$ cat src/rtl/imem_loader_pkg.sv
// Shared types and constants for the instruction-memory byte-stream loader.
package imem_loader_pkg;
  localparam int BYTES_PER_WORD = 4;
  localparam int COUNT_W        = 16;

  typedef enum logic [2:0] {
    IDLE,
    LEN_LO,
    LEN_HI,
    DATA,
    CHK,
    DONE,
    ERR
  } state_e;
endpackage

$ cat src/rtl/imem_loader_if.sv
// Byte-stream input and instruction-memory write port of the loader.
// master = loader side, slave = byte source / memory side.
interface imem_loader_if;
  logic [7:0]  rx_data;
  logic        rx_valid;
  logic        rx_ready;
  logic        we;
  logic [31:0] waddr;
  logic [31:0] wdata;

  modport master (input rx_data, rx_valid, output rx_ready, we, waddr, wdata);
  modport slave  (output rx_data, rx_valid, input rx_ready, we, waddr, wdata);
endinterface

$ cat src/rtl/imem_word_assembler.sv
// Packs little-endian bytes into 32-bit words; word_vld pulses the cycle after
// the 4th byte. No backpressure of its own: the caller gates byte_vld.
module imem_word_assembler
  import imem_loader_pkg::*;
(
  input  logic        clk,
  input  logic        rst,
  input  logic        clr,
  input  logic        byte_vld,
  input  logic [7:0]  byte_dat,
  output logic        byte_last,
  output logic        word_vld,
  output logic [31:0] word_dat
);
  localparam int CNT_W = $clog2(BYTES_PER_WORD);

  logic [CNT_W-1:0] cnt;

  assign byte_last = byte_vld && (cnt == CNT_W'(BYTES_PER_WORD - 1));

  // Bytes enter at the top so the first byte ends up in the low lane.
  always_ff @(posedge clk or posedge rst) begin
    if (rst) begin
      cnt      <= '0;
      word_vld <= 1'b0;
      word_dat <= '0;
    end else begin
      word_vld <= byte_last && !clr;
      if (clr) begin
        cnt <= '0;
      end else if (byte_vld) begin
        cnt      <= cnt + 1'b1;
        word_dat <= {byte_dat, word_dat[31:8]};
      end
    end
  end
endmodule

$ cat src/rtl/imem_loader.sv
// Loads a length-prefixed byte stream into instruction memory; one write per 4 bytes,
// issued the cycle after the 4th byte. Optional trailing XOR byte: IMEM_LOADER_CHECKSUM_EN.
module imem_loader
  import imem_loader_pkg::*;
#(
  parameter int          DEPTH     = 62,
  parameter logic [31:0] BASE_ADDR = 32'h0
) (
  input  logic          clk,
  input  logic          rst,
  input  logic          start,
  imem_loader_if.master bus,
  output logic          cpu_rst_hold,
  output logic          busy,
  output logic          done,
  output logic          error
);
  state_e               state_q, state_d;
  logic [COUNT_W-1:0]   n_q, word_idx_q, n_rx;
  logic [7:0]           len_lo_q;
  logic [31:0]          waddr_q;
  logic                 last_q, last_d;
  logic                 rx_ready_q, rx_ready_d;
  logic                 xfer, load_start;
  logic                 asm_last, asm_vld;
  logic [31:0]          asm_word;
`ifdef IMEM_LOADER_CHECKSUM_EN
  logic [7:0]           xor_q;
`endif

  assign xfer       = bus.rx_valid && rx_ready_q;
  assign load_start = start && (state_q inside {IDLE, DONE, ERR});
  assign n_rx       = {bus.rx_data, len_lo_q};

  imem_word_assembler u_asm (
    .clk      (clk),
    .rst      (rst),
    .clr      (load_start),
    .byte_vld (xfer && (state_q == DATA)),
    .byte_dat (bus.rx_data),
    .byte_last(asm_last),
    .word_vld (asm_vld),
    .word_dat (asm_word)
  );

  assign bus.we       = asm_vld;
  assign bus.wdata    = asm_word;
  assign bus.waddr    = waddr_q;
  assign bus.rx_ready = rx_ready_q;

  always_ff @(posedge clk or posedge rst) begin
    if (rst) state_q <= IDLE;
    else     state_q <= state_d;
  end

  always_comb begin
    state_d = state_q;
    last_d  = last_q;
    case (state_q)
      IDLE, DONE, ERR: if (start) state_d = LEN_LO;
      LEN_LO: if (xfer) state_d = LEN_HI;
      LEN_HI: if (xfer) state_d = ((n_rx == '0) || (n_rx > COUNT_W'(DEPTH))) ? ERR : DATA;
      DATA: begin
        if (asm_last && (word_idx_q == n_q - 1'b1)) last_d = 1'b1;
`ifdef IMEM_LOADER_CHECKSUM_EN
        if (asm_vld && last_q) state_d = CHK;
`else
        if (asm_vld && last_q) state_d = DONE;
`endif
      end
      CHK: begin
`ifdef IMEM_LOADER_CHECKSUM_EN
        if (xfer) state_d = (bus.rx_data == xor_q) ? DONE : ERR;
`else
        state_d = ERR;
`endif
      end
      default: state_d = IDLE;
    endcase
    if (load_start) last_d = 1'b0;
  end

  // Ready drops as soon as the final payload byte is taken, so nothing trails in.
  always_comb begin
    busy         = state_q inside {LEN_LO, LEN_HI, DATA, CHK};
    done         = (state_q == DONE);
    error        = (state_q == ERR);
    cpu_rst_hold = (state_q != DONE);
    rx_ready_d   = (state_d inside {LEN_LO, LEN_HI, DATA, CHK}) &&
                   !((state_d == DATA) && last_d);
  end

  always_ff @(posedge clk or posedge rst) begin
    if (rst) begin
      rx_ready_q <= 1'b0;
      last_q     <= 1'b0;
      len_lo_q   <= '0;
      n_q        <= '0;
      word_idx_q <= '0;
      waddr_q    <= BASE_ADDR;
    end else begin
      rx_ready_q <= rx_ready_d;
      last_q     <= last_d;
      if (load_start) begin
        word_idx_q <= '0;
        waddr_q    <= BASE_ADDR;
      end else if (asm_vld && !last_q) begin
        word_idx_q <= word_idx_q + 1'b1;
        waddr_q    <= waddr_q + 32'd4;
      end
      if ((state_q == LEN_LO) && xfer) len_lo_q <= bus.rx_data;
      if ((state_q == LEN_HI) && xfer) n_q <= n_rx;
    end
  end

`ifdef IMEM_LOADER_CHECKSUM_EN
  always_ff @(posedge clk or posedge rst) begin
    if (rst)                            xor_q <= '0;
    else if (load_start)                xor_q <= '0;
    else if ((state_q == DATA) && xfer) xor_q <= xor_q ^ bus.rx_data;
  end
`endif
endmodule
$ cat src/flat_wrapper.sv
// flat-port wrapper written by rule: the top's interface ports become plain ports
module imem_loader_flat import imem_loader_pkg::*;
#(
  parameter int          DEPTH     = 62,
  parameter logic [31:0] BASE_ADDR = 32'h0
)
  (clk, rst, start, cpu_rst_hold, busy, done, error, bus_rx_data, bus_rx_valid, bus_rx_ready, bus_we, bus_waddr, bus_wdata);
  imem_loader_if bus_i ();
  input  logic clk;
  input  logic rst;
  input  logic start;
  output logic cpu_rst_hold;
  output logic busy;
  output logic done;
  output logic error;
  input wire logic [$bits(bus_i.rx_data)-1:0] bus_rx_data;
  input wire logic [$bits(bus_i.rx_valid)-1:0] bus_rx_valid;
  output wire logic [$bits(bus_i.rx_ready)-1:0] bus_rx_ready;
  output wire logic [$bits(bus_i.we)-1:0] bus_we;
  output wire logic [$bits(bus_i.waddr)-1:0] bus_waddr;
  output wire logic [$bits(bus_i.wdata)-1:0] bus_wdata;
  assign bus_i.rx_data = bus_rx_data;
  assign bus_i.rx_valid = bus_rx_valid;
  assign bus_rx_ready = bus_i.rx_ready;
  assign bus_we = bus_i.we;
  assign bus_waddr = bus_i.waddr;
  assign bus_wdata = bus_i.wdata;
  imem_loader #(.DEPTH(DEPTH), .BASE_ADDR(BASE_ADDR)) u_core (.clk(clk), .rst(rst), .start(start), .bus(bus_i), .cpu_rst_hold(cpu_rst_hold), .busy(busy), .done(done), .error(error));
endmodule
$ cat config.mk
export PLATFORM = sky130hd
export DESIGN_NAME = imem_loader_flat
export DESIGN_NICKNAME = d
export VERILOG_FILES = /design/src/rtl/imem_loader_pkg.sv /design/src/rtl/imem_loader_if.sv /design/src/rtl/imem_word_assembler.sv /design/src/rtl/imem_loader.sv /design/src/flat_wrapper.sv
export SDC_FILE = /design/constraint.sdc
export NUM_CORES = 1
export LEC_CHECK = 0
export ABC_AREA = 1
export ABC_CLOCK_PERIOD_IN_PS = 4700
export CORE_AREA = 2 2 142 89
export DETAILED_ROUTE_END_ITERATION = 10
export DIE_AREA = 0 0 144 91
export PLACE_DENSITY = 0.8
export SYNTH_ARGS = -nofsm -noshare
export SYNTH_HDL_FRONTEND = slang
export SYNTH_SLANG_ARGS = --single-unit
export TNS_END_PERCENT = 50
$ cat constraint.sdc
create_clock -name clk -period 4.7 [get_ports clk]
set_input_delay 1.41 -clock clk [delete_from_list [all_inputs] [get_ports clk]]
set_output_delay 1.41 -clock clk [all_outputs]
set_load 0.02 [all_outputs]
* Word-level counts from Yosys, hierarchy flattened
Index checks and enable logic that the tools add are counted.
** Storage, ports and cells
- Output and inout port bits :: 70
- Input bits :: 12
- Bits in registers :: 112
** Cells by class
- $add $sub $neg :: 4
- Mux-type cells :: 15
- Bitwise gates (word level) :: 1
- Magnitude comparators :: 1
- Reduce and logical (&&, ||, !) cells :: 25
- Eq/ne operators :: 13
** Operators with widths (count)
- two-way mux 32 bit :: 2
- adder 32 x 3 -> 32 bit, second input constant :: 1
- two-way mux 16 bit :: 2
- adder 16 x 1 -> 16 bit, second input constant :: 1
- equality test 16 bit :: 1
- > comparator 16 x 6 -> 1 bit, second input constant :: 1
- zero test 16 bit :: 1
- subtractor 16 x 1 -> 16 bit, second input constant :: 1
- two-way mux 3 bit :: 5
- case mux 3 bit (5 select lines) :: 1
- equality test 3 x 2 -> 1 bit, second input constant :: 4
- equality test 3 bit, second input constant :: 4
- logical AND 1 bit :: 12
- nonzero test 4 bit :: 2
- equality test 3 x 1 -> 1 bit, second input constant :: 2
- two-way mux 2 bit :: 2
- nonzero test 2 bit :: 2
- zero test 1 bit :: 3
- zero test 3 bit :: 1
- two-way mux 1 bit :: 3
- inequality test 3 bit, second input constant :: 1
- nonzero test 3 bit :: 1
- OR reduction 3 bit :: 1
- adder 2 x 1 -> 2 bit, second input constant :: 1
- other kinds (4) :: 4

* Depth between registers and ports, before layout
- Word-level depth :: 10
- Depth in mapped cells :: 14
- Depth with buffers taken out :: 14

* By module
Synthesis repeated with hierarchy kept, for this count alone.
** Second synthesis, totals
- Cell total of the unflattened synthesis :: 758
- Area total of the unflattened synthesis :: 5916.9 µm²
** By module, submodules not included
- imem_loader :: cells each 602, instances 1, area an instance 4445.5 µm², seq. area each 1876.8 µm²
- imem_word_assembler :: cells each 156, instances 1, area an instance 1471.4 µm², seq. area each 875.8 µm²

* Worst setup path after synthesis
Ideal clock, no wire load.
- Kind :: input -> register
- Start :: in bus_rx_valid
- End :: reg u_core.n_q[15]
- Buffers on the path :: 2
- Stages on the path :: 7
- Required time :: 4569 ps
- Slack :: 2312 ps
- Arrival time :: 2256 ps
- Cells stage by stage :: nand2_1 -> nor2_1 -> buf_2 -> inv_1 -> clkbuf_1 -> nand2_1 -> o21ai_0
** Between the ends
- Word-level cells in the longest chain between the ends :: 2
** RTL lines
- from (decl) :: RTL line flat_wrapper.sv:17 : input wire logic [$bits(bus_i.rx_valid)-1:0] bus_rx_valid;
- logical AND 1 bit :: RTL line imem_loader.sv:31 : assign xfer = bus.rx_valid && rx_ready_q;
- logical AND 1 bit :: RTL line imem_loader.sv:112 : if ((state_q == LEN_HI) && xfer) n_q <= n_rx;
- to (signal assigned) :: RTL line imem_loader.sv:112
- to (decl) :: RTL line imem_loader.sv:19 : logic [COUNT_W-1:0] n_q, word_idx_q, n_rx;
Every way passes these cells.
A chain may end at the register's enable or synchronous reset.

* Worst setup path in the final report
- Start :: reg u_core.state_q[2]
- End :: out busy
** Between the ends
- Word-level cells in the longest chain between the ends :: 2
** RTL lines
- from (decl) :: RTL line imem_loader.sv:18 : state_e state_q, state_d;
- from (signal assigned) :: RTL line imem_loader.sv:53 : else state_q <= state_d;
- equality test 3 x 1 -> 1 bit, or another cell as far along :: RTL line imem_loader.sv:85 : busy = state_q inside {LEN_LO, LEN_HI, DATA, CHK};
- nonzero test 4 bit (*) :: RTL line imem_loader.sv:85
- to (decl) :: RTL line flat_wrapper.sv:13 : output logic busy;
Every way passes the cells marked *; elsewhere a longest branch is shown, timed or not.

==> key figures <==
Run status
  • Status: finished, final reports clean

Floorplan
  • DIE WIDTH: 144 microns
  • Row cnt: 31
  • Ports: 82
  • DIE AREA: 13100 sq um
  • CORE AREA: 11800 sq um
  • Die height: 91 microns
  • Initial Util: 49.0%

Synthesis
  • Unique masters post-synth: 41
  • Main area contributors after synthesis: dfrtp_1, nand2_1, nor2_1, inv_1, o21ai_0
  • Yosys reg bits: 110
  • Most frequent cell after synthesis: nand2_1
  • Top post-synthesis cells by count: nand2_1, dfrtp_1, nor2_1
  • Cell taking the most area after synthesis: dfrtp_1
  • Syn Area/Cell: 7.75 sq um
  • EDFF count, synth: 0
  • Seq/Total Area, Yosys: 47.8%
  • Synthesized area: 5760 sq um
  • Share of flip-flops with an asynchronous set or reset: 100%
  • Post-synthesis instance total: 743
  • Ys Warns: 0
  • Synth top area share: 47.8%
  • Most common flop cell mapped by yosys: dfrtp_1

Worst setup path
  • Crit Path Max Fanout: 5
  • Crit path max-delay cell type: clkdlybuf4s50_1
  • Setup crit end kind: output pin
  • R2r setup slk: 2280 ps
  • WP data arrival: 2130 ps
  • CP cell instances: inv_1 > nand3_1 > nand4_1 > clkdlybuf4s50_1
  • Setup CP Type: register to output pin
  • CP startpoint kind: register
  • Max stage delay on crit path: 630 ps
  • Worst path required time: 3290 ps

Timing
  • Minimum clock period: 3540 ps
  • Setup Viol. Count Final: 0
  • Max Clock Freq: 283 MHz
  • Final Max Slew Viols: 0
  • Final hold viol count: 0
  • Hold Slack: 476 ps
  • Setup TNS Final: 0 ps
  • Least-Margin Pin Slew: 1080 ps
  • Slew margin rel.: 27.7%
  • PnR worst setup slack: 1160 ps
  • RSZ-0062 raised after global routing: false
  • Final Skew: 5.89 ps
  • Fin crit share: 75.3%

Clock tree
  • H-tree levels: 3
  • Max Root-Sink Buffers: 2
  • Cts repair resizes: 0
  • Clock-pin slew on the worst setup and hold paths: 80 ps
  • CTS tree: built
  • Hold buffers post-CTS: 0
  • Clock sink total: 110
  • Num CTS Buffers: 9
  • Clock latency on the worst-skew pair: 350 ps
  • Root Buffer: clkbuf_16
  • Post-CTS Setup Bufs: 0

Placement
  • Port Buf Inserts: 79
  • Placed cell count: 972
  • Pre-CTS setup slack: 1180 ps
  • Placer Congestion: 0.885
  • Final HPWL DP: 9.90 mm

Cells and area
  • Post-route insts no fill: 988
  • Area grow syn2layout: 22.0%
  • Sequential cell area: 2750 sq um
  • Multi-input gate area: 2610 sq um
  • # diodes: 0
  • Fill count: 1031
  • Nets: 834
  • Layout cells sized above 1: 5.95%

Detailed routing
  • DRC Markers: 0
  • Vias/cell: 5.22
  • Routed length per instance: 13.9 microns
  • Initial drt markers: 508
  • Routed WL: 13.8 mm
  • Router iterations before antenna repair: 5
  • Routed Antenna Nets: 0
  • Vias: 5153

Power
  • Power Density: 491 nW/um^2
  • Total power: 3.45 mW
  • Lkg Pwr: 3.28 nW
  • Max VDD drop: 433 uV

GRT
  • Initial antenna violation count: 0
  • First-pass GRT wire length: 23.3 mm
  • Total gr overflow: 0
  • Vias in the first global route: 4699
  • Largest net degree at the start of global routing: 63
  • Total GRT Usage: 22.3%

Hold path
  • Hold WC Path Type: register to register

Flow run
  • Maximum Capacitance Violations: 0
## flip-flops by register name (all words and copies together), names as in the netlist, 2 cells and up
register	cells
u_core.state_q	3
u_core.len_lo_q	8
u_core.n_q	16
u_core.bus.waddr	30
u_core.u_asm.word_dat	32
u_core.word_idx_q	16
u_core.u_asm.cnt	2
## layer usage
| metal | GRT usage [%] | part of all wire (%) | vias to the layer above | wire length [microns] |
|---|---|---|---|---|
| met1 | 35.6 | 51 | 2426 | 7020 |
| met2 | 30.5 | 41 | 185 | 5630 |
| li1 | - | - | 2536 | - |
| met3 | 5.59 | 7.4 | 6 | 1020 |
| met5 | 0 | 0 | - | 0 |
| met4 | 4.41 | 0.58 | 0 | 80 |
## cells by family (layout without fill, tap and decap cells)
logic type	count (synthesis)	count (layout)	synth area share (%)
AOI/OAI and AO/OA	91	91	8.71
adders and majority gates	4	4	0.869
and+or+nand+nor	408	408	31.6
other	1	2	0.0651
DFF	110	110	47.8
xor gates and xnor gates	25	25	4.04
buffers and inverters	104	183	6.99
## worst max-delay path: cells and delay by family (launching register included)
family,cells,cell delay (ps)
buffers and inverters,2,790
AND/OR/NAND/NOR,2,550
flip-flops,1,430
## path summary, 6_finish.rpt
path	end	cells past startpoint	from
min	u_core.u_asm.word_dat[0]	2	u_core.u_asm.word_dat[0]
max reg2reg	u_core.u_asm.cnt[0]	5	u_core.state_q[2]
min in group asynchronous	u_core.u_asm.word_dat[6]	2	rst
max	busy	4	u_core.state_q[2]
min reg2reg	u_core.u_asm.word_dat[0]	2	u_core.u_asm.word_dat[0]
max in group asynchronous	u_core.bus.waddr[18]	3	rst
## cells in the final DEF, fill, tap and decap left out, types with 7 or more instances in the layout
cell type	instances
o21ai_0	47
nand4_1	15
inv_1	75
dfrtp_1	110
xnor2_1	9
inv_2	7
nand2_1	220
clkdlybuf4s50_1	79
clkbuf_16	9
nand3_1	38
a21oi_1	25
xor2_1	15
nor2_1	76
nor3_1	26
## cell type report
class | count | area share (%)
clock buffers | 9 | 3.20
clock inverters | 7 | 1.10
inverters | 83 | 4.47
multi-input cells | 530 | 37.2
flip-flops and latches | 110 | 39.2
well taps | 165 | 2.94
repair buffers | 84 | 12.0
## report_power, final
part           switching [mW]  total (mW)  internal, mW
Sequential              0.213        1.38          1.17
Combinational           0.798        1.30         0.499
Clock                   0.389       0.768         0.379
## metrics by stage
step	area, sq um	utilization, %
6_report	7030	59.8
5_1_grt	7030	59.8
4_1_cts	7030	59.8
3_5_place_dp	6730	57.2
3_3_place_gp	6730	57.2
2_1_floorplan	5770	-
Power figures use the tool's default switching activity.
